===== config.mk =====
export PLATFORM = sky130hd
export DESIGN_NAME = soc_top
export DESIGN_NICKNAME = d
export VERILOG_FILES = /design/src/rtl/soc_top.sv
export SDC_FILE = /design/constraint.sdc
export NUM_CORES = 1
export LEC_CHECK = 0
export CAP_MARGIN = 20
export CORE_AREA = 4 4 112 114
export CTS_BUF_LIST = sky130_fd_sc_hd__clkbuf_4 sky130_fd_sc_hd__clkbuf_8 sky130_fd_sc_hd__clkbuf_16
export CTS_CLUSTER_SIZE = 40
export DETAILED_ROUTE_END_ITERATION = 10
export DIE_AREA = 0 0 116 118
export HOLD_SLACK_MARGIN = 0.05
export PLACE_DENSITY_LB_ADDON = 0.2
export REMOVE_ABC_BUFFERS = 1
export SYNTH_ARGS = -nofsm -noshare
export SYNTH_HDL_FRONTEND = slang
export SYNTH_SLANG_ARGS = --single-unit

===== constraint.sdc =====
create_clock -name clk50mhz -period 3.55 [get_ports clk50mhz]
set_input_delay 0.71 -clock clk50mhz [delete_from_list [all_inputs] [get_ports clk50mhz]]
set_output_delay 0.71 -clock clk50mhz [all_outputs]
set_load 0.02 [all_outputs]

===== src/rtl/soc_top.sv =====
// soc_top: board-level top for the 50 MHz bring-up image.
//   - led[0] heartbeat, led[1] RX byte toggle, led[2] TX busy, led[3] sticky RX error
//   - 8N1 UART: sends "READY\r\n" once after reset, then echoes received bytes
//     through a 1-entry holding register
//   - DDR3 pins parked: control outputs constant, data/strobe lines high-Z
// Ports:
//   clk50mhz      system clock, all logic on its rising edge
//   sys_rst       asynchronous active-high reset
//   led[3:0]      status LEDs, active-high
//   uart_rxd_out  UART TX from the FPGA, idles high
//   uart_txd_in   UART RX into the FPGA, asynchronous to clk50mhz
//   ddr3_*        parked DDR3 interface
module soc_top #(
   parameter int CLK_FREQ = 50000000,
   parameter int BAUD     = 115200,
   parameter int HB_DIV   = CLK_FREQ / 2
) (
   input  logic        clk50mhz,
   input  logic        sys_rst,
   output logic [3:0]  led,
   output logic        uart_rxd_out,
   input  logic        uart_txd_in,
   output logic        ddr3_reset_n,
   output logic        ddr3_cke,
   output logic        ddr3_ck_p,
   output logic        ddr3_ck_n,
   output logic        ddr3_cs_n,
   output logic        ddr3_ras_n,
   output logic        ddr3_cas_n,
   output logic        ddr3_we_n,
   output logic [2:0]  ddr3_ba,
   output logic [13:0] ddr3_addr,
   output logic        ddr3_odt,
   output logic [1:0]  ddr3_dm,
   inout  wire  [1:0]  ddr3_dqs_p,
   inout  wire  [1:0]  ddr3_dqs_n,
   inout  wire  [15:0] ddr3_dq
);

   localparam int BAUD_DIV = CLK_FREQ / BAUD;
   localparam int CW       = $clog2(BAUD_DIV + 1);
   localparam int HW       = $clog2(HB_DIV + 1);
   localparam logic [CW-1:0] BIT_LAST  = CW'(BAUD_DIV - 1);
   localparam logic [CW-1:0] HALF_LAST = CW'(BAUD_DIV / 2 - 1);
   localparam logic [HW-1:0] HB_LAST   = HW'(HB_DIV - 1);

   typedef enum logic [1:0] {TX_IDLE, TX_START, TX_DATA, TX_STOP} tx_state_t;
   typedef enum logic [2:0] {RX_IDLE, RX_START, RX_DATA, RX_STOP, RX_WAIT_HIGH} rx_state_t;

   // DDR3 parked: memory held in reset with clock stopped, bus released
   assign ddr3_reset_n = 1'b0;
   assign ddr3_cke     = 1'b0;
   assign ddr3_ck_p    = 1'b0;
   assign ddr3_ck_n    = 1'b1;
   assign ddr3_cs_n    = 1'b1;
   assign ddr3_ras_n   = 1'b1;
   assign ddr3_cas_n   = 1'b1;
   assign ddr3_we_n    = 1'b1;
   assign ddr3_ba      = 3'b000;
   assign ddr3_addr    = 14'd0;
   assign ddr3_odt     = 1'b0;
   assign ddr3_dm      = 2'b00;
   assign ddr3_dqs_p   = 2'bzz;
   assign ddr3_dqs_n   = 2'bzz;
   assign ddr3_dq      = 16'bz;

   function automatic logic [7:0] banner_byte(input logic [2:0] i);
      case (i)
         3'd0:    banner_byte = 8'h52;
         3'd1:    banner_byte = 8'h45;
         3'd2:    banner_byte = 8'h41;
         3'd3:    banner_byte = 8'h44;
         3'd4:    banner_byte = 8'h59;
         3'd5:    banner_byte = 8'h0D;
         default: banner_byte = 8'h0A;
      endcase
   endfunction

   // state
   logic [HW-1:0] hb_cnt_q, hb_cnt_d;
   logic          hb_q, hb_d;
   logic          led1_q, led1_d;
   logic          err_q, err_d;

   tx_state_t     tx_state_q, tx_state_d;
   logic [CW-1:0] tx_cnt_q, tx_cnt_d;
   logic [2:0]    tx_bit_q, tx_bit_d;
   logic [7:0]    tx_sh_q, tx_sh_d;
   logic          tx_q, tx_d;
   logic [2:0]    ban_idx_q, ban_idx_d;
   logic          ban_done_q, ban_done_d;

   logic          rx_s1_q, rx_s2_q, rx_prev_q;
   rx_state_t     rx_state_q, rx_state_d;
   logic [CW-1:0] rx_cnt_q, rx_cnt_d;
   logic [2:0]    rx_bit_q, rx_bit_d;
   logic [7:0]    rx_sh_q, rx_sh_d;

   logic [7:0]    hold_q, hold_d;
   logic          hold_full_q, hold_full_d;

   logic          tx_free, ban_ld, echo_ld, rx_valid, rx_ferr, rx_ovr;

   // TX can take a new byte from IDLE or at the last cycle of a stop bit,
   // which gives back-to-back frames with no idle gap.
   assign tx_free = (tx_state_q == TX_IDLE) ||
                    (tx_state_q == TX_STOP && tx_cnt_q == BIT_LAST);
   assign ban_ld  = !ban_done_q && (ban_idx_q != 3'd7) && tx_free;
   assign echo_ld = ban_done_q && hold_full_q && tx_free;

   // heartbeat
   always_comb begin
      hb_cnt_d = hb_cnt_q + 1'b1;
      hb_d     = hb_q;
      if (hb_cnt_q == HB_LAST) begin
         hb_cnt_d = '0;
         hb_d     = ~hb_q;
      end
   end

   // TX FSM and banner sequencer
   always_comb begin
      tx_state_d = tx_state_q;
      tx_cnt_d   = tx_cnt_q;
      tx_bit_d   = tx_bit_q;
      tx_sh_d    = tx_sh_q;
      ban_idx_d  = ban_idx_q;
      ban_done_d = ban_done_q;
      case (tx_state_q)
         TX_START: begin
            if (tx_cnt_q == BIT_LAST) begin
               tx_cnt_d   = '0;
               tx_bit_d   = 3'd0;
               tx_state_d = TX_DATA;
            end else begin
               tx_cnt_d = tx_cnt_q + 1'b1;
            end
         end
         TX_DATA: begin
            if (tx_cnt_q == BIT_LAST) begin
               tx_cnt_d = '0;
               tx_sh_d  = {1'b0, tx_sh_q[7:1]};
               if (tx_bit_q == 3'd7) tx_state_d = TX_STOP;
               else                  tx_bit_d   = tx_bit_q + 3'd1;
            end else begin
               tx_cnt_d = tx_cnt_q + 1'b1;
            end
         end
         TX_STOP: begin
            if (tx_cnt_q == BIT_LAST) begin
               tx_cnt_d   = '0;
               tx_state_d = TX_IDLE;
               // the stop bit of the last banner byte releases the echo path
               if (ban_idx_q == 3'd7) ban_done_d = 1'b1;
            end else begin
               tx_cnt_d = tx_cnt_q + 1'b1;
            end
         end
         default: ;
      endcase
      if (ban_ld || echo_ld) begin
         tx_state_d = TX_START;
         tx_cnt_d   = '0;
         tx_bit_d   = 3'd0;
         tx_sh_d    = ban_ld ? banner_byte(ban_idx_q) : hold_q;
         if (ban_ld) ban_idx_d = ban_idx_q + 3'd1;
      end
      // line level registered from next state so the pin is glitch-free
      case (tx_state_d)
         TX_START: tx_d = 1'b0;
         TX_DATA:  tx_d = tx_sh_d[0];
         default:  tx_d = 1'b1;
      endcase
   end

   // RX FSM; all sampling is relative to the detected falling edge
   always_comb begin
      rx_state_d = rx_state_q;
      rx_cnt_d   = rx_cnt_q;
      rx_bit_d   = rx_bit_q;
      rx_sh_d    = rx_sh_q;
      rx_valid   = 1'b0;
      rx_ferr    = 1'b0;
      case (rx_state_q)
         RX_IDLE: begin
            if (rx_prev_q && !rx_s2_q) begin
               rx_state_d = RX_START;
               rx_cnt_d   = '0;
            end
         end
         RX_START: begin
            if (rx_cnt_q == HALF_LAST) begin
               rx_cnt_d   = '0;
               rx_bit_d   = 3'd0;
               rx_state_d = rx_s2_q ? RX_IDLE : RX_DATA;
            end else begin
               rx_cnt_d = rx_cnt_q + 1'b1;
            end
         end
         RX_DATA: begin
            if (rx_cnt_q == BIT_LAST) begin
               rx_cnt_d = '0;
               rx_sh_d  = {rx_s2_q, rx_sh_q[7:1]};
               if (rx_bit_q == 3'd7) rx_state_d = RX_STOP;
               else                  rx_bit_d   = rx_bit_q + 3'd1;
            end else begin
               rx_cnt_d = rx_cnt_q + 1'b1;
            end
         end
         RX_STOP: begin
            if (rx_cnt_q == BIT_LAST) begin
               rx_cnt_d = '0;
               if (rx_s2_q) begin
                  rx_valid   = 1'b1;
                  rx_state_d = RX_IDLE;
               end else begin
                  rx_ferr    = 1'b1;
                  rx_state_d = RX_WAIT_HIGH;
               end
            end else begin
               rx_cnt_d = rx_cnt_q + 1'b1;
            end
         end
         RX_WAIT_HIGH: begin
            // a held-low line yields a single error, then waits here
            if (rx_s2_q) rx_state_d = RX_IDLE;
         end
         default: rx_state_d = RX_IDLE;
      endcase
   end

   // echo holding register; a slot freed by this cycle's load may be refilled
   always_comb begin
      hold_d      = hold_q;
      hold_full_d = hold_full_q;
      rx_ovr      = 1'b0;
      if (echo_ld) hold_full_d = 1'b0;
      if (rx_valid) begin
         if (!hold_full_q || echo_ld) begin
            hold_d      = rx_sh_q;
            hold_full_d = 1'b1;
         end else begin
            rx_ovr = 1'b1;
         end
      end
      led1_d = led1_q ^ rx_valid;
      err_d  = err_q | rx_ferr | rx_ovr;
   end

   always_ff @(posedge clk50mhz or posedge sys_rst) begin
      if (sys_rst) begin
         hb_cnt_q    <= '0;
         hb_q        <= 1'b0;
         led1_q      <= 1'b0;
         err_q       <= 1'b0;
         tx_state_q  <= TX_IDLE;
         tx_cnt_q    <= '0;
         tx_bit_q    <= 3'd0;
         tx_sh_q     <= 8'd0;
         tx_q        <= 1'b1;
         ban_idx_q   <= 3'd0;
         ban_done_q  <= 1'b0;
         rx_s1_q     <= 1'b1;
         rx_s2_q     <= 1'b1;
         rx_prev_q   <= 1'b1;
         rx_state_q  <= RX_IDLE;
         rx_cnt_q    <= '0;
         rx_bit_q    <= 3'd0;
         rx_sh_q     <= 8'd0;
         hold_q      <= 8'd0;
         hold_full_q <= 1'b0;
      end else begin
         hb_cnt_q    <= hb_cnt_d;
         hb_q        <= hb_d;
         led1_q      <= led1_d;
         err_q       <= err_d;
         tx_state_q  <= tx_state_d;
         tx_cnt_q    <= tx_cnt_d;
         tx_bit_q    <= tx_bit_d;
         tx_sh_q     <= tx_sh_d;
         tx_q        <= tx_d;
         ban_idx_q   <= ban_idx_d;
         ban_done_q  <= ban_done_d;
         rx_s1_q     <= uart_txd_in;
         rx_s2_q     <= rx_s1_q;
         rx_prev_q   <= rx_s2_q;
         rx_state_q  <= rx_state_d;
         rx_cnt_q    <= rx_cnt_d;
         rx_bit_q    <= rx_bit_d;
         rx_sh_q     <= rx_sh_d;
         hold_q      <= hold_d;
         hold_full_q <= hold_full_d;
      end
   end

   assign uart_rxd_out = tx_q;
   assign led          = {err_q, (tx_state_q != TX_IDLE), led1_q, hb_q};

endmodule


==> impl_metrics.yaml <==
setup_path:
  crit_fanout: 19
  required_ns: 2.84
  path_buf_inv: 2
  r2r_start: "ban_idx_q[1]"
  critPathKind: "reg -> out"
  critPathLaunch: "tx_state_q[1]"
  r2r_end: "tx_sh_q[4]"
  ff2ff_path_depth: 7
  reg2reg_slack_ns: 0.82
  crit_path_end: "led[2]"
  cp.arrival_ns: 2.31
  cp_slowest_stage_delay_ns: 0.69
  critical_path.top_delay_family: "buffers and inverters"
  critPathLaunchType: "register"
  crit_slowest_cell: "clkdlybuf4s50_1"
  path_cells: "nor2_1 > inv_1 > clkdlybuf4s50_1"
  cp-end-kind: "primary output"
  path_depth: 3
synth:
  synth_cell_types: 64
  yosys-top-cells-area: "dfrtp_1 (43%), buf_4 (7.8%), mux2_2 (3.8%)"
  seq_area_frac_synth_pct: 45.3
  yosysMostFrequentCell: "dfrtp_1"
  syn_area_per_cell_um2: 9.68
  synth_common_cells: "dfrtp_1 (86), buf_4 (52), nor2_1 (49)"
  ys.flop_type: "dfrtp_1"
  synth_edf_count: 0
  synth-seq-cells: 90
  synthCells: 515
  synth_area_mm2: 0.00499
  synth_top_area_share_pct: 43.2
  synth_area_leader_cell: "dfrtp_1"
  async_flop_share_pct: 100
  synth_warnings: 0
pwr:
  p_int_mw: 1.77
  seqPwrFrac_pct: 46.1
  power.density_mw_per_mm2: 465
  p_leak_nw: 2.46
  swShare_pct: 28.1
  p_switching_mw: 0.692
  clockPowerShare_pct: 39.5
  comb_power_share_pct: 14.4
  ir_worst_vdd_uv: 338
detailed_routing:
  via_per_inst: 5.23
  via_count: 3470
  wirelength_um: 9180
  drt_iter0_drc: 180
  routedWlPerCell_um: 13.8
  antenna_left: 0
  drc: 0
  dr.pass1.iters: 4
sta:
  finalHoldViolCount: 0
  worstMarginPinSlew_ns: 0.881
  tns_ns: 0
  rsz0062_at_grt: "no"
  fmax_mhz: 331
  post-route-min-period_ns: 3.02
  setup_violations: 0
  timing.final.crit_share_pct: 85.1
  clock_skew_ns: 0.00728
  slew_viol_final: 0
  relSlewSlack_pct: 41.2
placement:
  routabilityCongestion: 0.847
  placed_cells: 647
  post-dp-hpwl_um: 6350
  io_buffers: 7
clocking:
  post-cts-setup-buffers: 0
  clock_path_buffers: 2
  cts_tree: "built"
  cts.sinks: 90
  cts_inserted_buffers: 9
  clk_pin_slew_worst_paths_ns: 0.07
  h-tree-depth: 3
  cts-root-buf: "clkbuf_16"
  post_cts_resized: 0
  worstSkewPairLatency_ns: 0.34
  holdBufCountCts: 0
die:
  dieArea_mm2: 0.0137
  die_w_um: 116
  design.core.area_mm2: 0.0114
  start_util_pct: 43.7
  core.rowCount: 39
  io_pins: 56
  die_h_um: 118
global_routing:
  grt_max_degree: 45
  grt_pass1_wl_um: 15700
  grt_pass1_vias: 3309
  antenna_found_initial: 0
  gr-usage-all-layers_pct: 14.1
  overflow: 0
cells_and_area:
  fin_cells: 663
  areaGrowthSynthToFinish_pct: 6.05
  nets: 533
  diodes: 0
  fill_cells: 1098
  final_layout_size_suffix_gt1_share_pct: 10.0
run_status:
  status: "finished clean"
flow_run:
  maxCapViolations: 0
hold_path:
  min_path_type: "reg -> reg"
-- through the flow --
step,hold WS [ns],util [%],cell area (um^2),power [mW],worst slack [ns]
after floorplan,0.345,-,4710,1.43,0.511
after global placement,0.346,43.6,4980,1.50,0.984
after detailed placement,0.348,43.6,4980,1.51,0.830
after CTS,0.353,46.3,5290,2.50,0.540
after global routing,0.358,46.3,5290,2.60,0.411
final,0.352,46.3,5290,2.46,0.528
-- registers in the layout, summed over array words and instances, names as in the netlist, 2 cells and up --
signal and flops:
tx_state_q 2, tx_sh_q 8, ban_idx_q 3, rx_cnt_q 9
hb_cnt_q 25, rx_bit_q 3, tx_cnt_q 9, hold_q 8
rx_sh_q 8, rx_state_q 3, tx_bit_q 3
-- placed cells by master (no fill, tap or decap), types with 17 or more instances in the layout --
master / count
conb_1: 48
nor3_1: 19
o21ai_0: 28
a21oi_1: 19
mux2_2: 17
nand3_1: 21
nand2_1: 43
inv_1: 19
dfrtp_1: 86
nor2_1: 49
-- power groups by stage --
stage                     clock network (mW)  logic, mW  registers, mW
after floorplan                            0      0.290           1.14
after global placement                     0      0.347           1.15
after detailed placement                   0      0.357           1.15
after CTS                               1.01      0.358           1.13
after global routing                    1.05      0.413           1.14
final                                  0.972      0.355           1.13
-- layout make-up --
type | instances | area [um^2] | share of cell area, %
Tap cell | 143 | 179 | 3.38
Inverter | 20 | 76.3 | 1.44
Clock inverter | 4 | 51.3 | 0.970
Sequential cell | 90 | 2260 | 42.7
Multi-Input combinational cell | 385 | 2370 | 44.9
Timing Repair Buffer | 9 | 97.6 | 1.85
Clock buffer | 12 | 254 | 4.80
-- worst min-delay path by stage --
stage               startpoint  endpoint  slack [ns]  cells after the start
global placement       rx_s1_q   rx_s2_q        0.35                      0
detailed placement     rx_s1_q   rx_s2_q        0.35                      0
CTS                    rx_s1_q   rx_s2_q        0.35                      0
finish                 rx_s1_q   rx_s2_q        0.35                      0
floorplan              rx_s1_q   rx_s2_q        0.35                      0
global route           rx_s1_q   rx_s2_q        0.36                      0
-- routing by layer --
layer  global-route usage [%]  vias up  share of wire [%]
li1                         -     1705                  -
met1                     18.6     1683                 46
met2                     22.3       73                 48
met3                     3.65        9                4.5
met4                     4.79        0                1.6
met5                        0        -                  0
-- logic make-up after synthesis --
| family | Yosys count | synth area share, % |
|---|---|---|
| flip-flops | 90 | 45.3 |
| AO/OA/AOI/OAI | 96 | 12.9 |
| multiplexers | 22 | 4.84 |
| buffers and inverters | 86 | 10.6 |
| other | 2 | 0.151 |
| XOR/XNOR | 25 | 4.39 |
| AND/OR/NAND/NOR | 179 | 18.1 |
| adder cells (fa/ha/maj) | 15 | 3.76 |
Power figures use the tool's default switching activity.
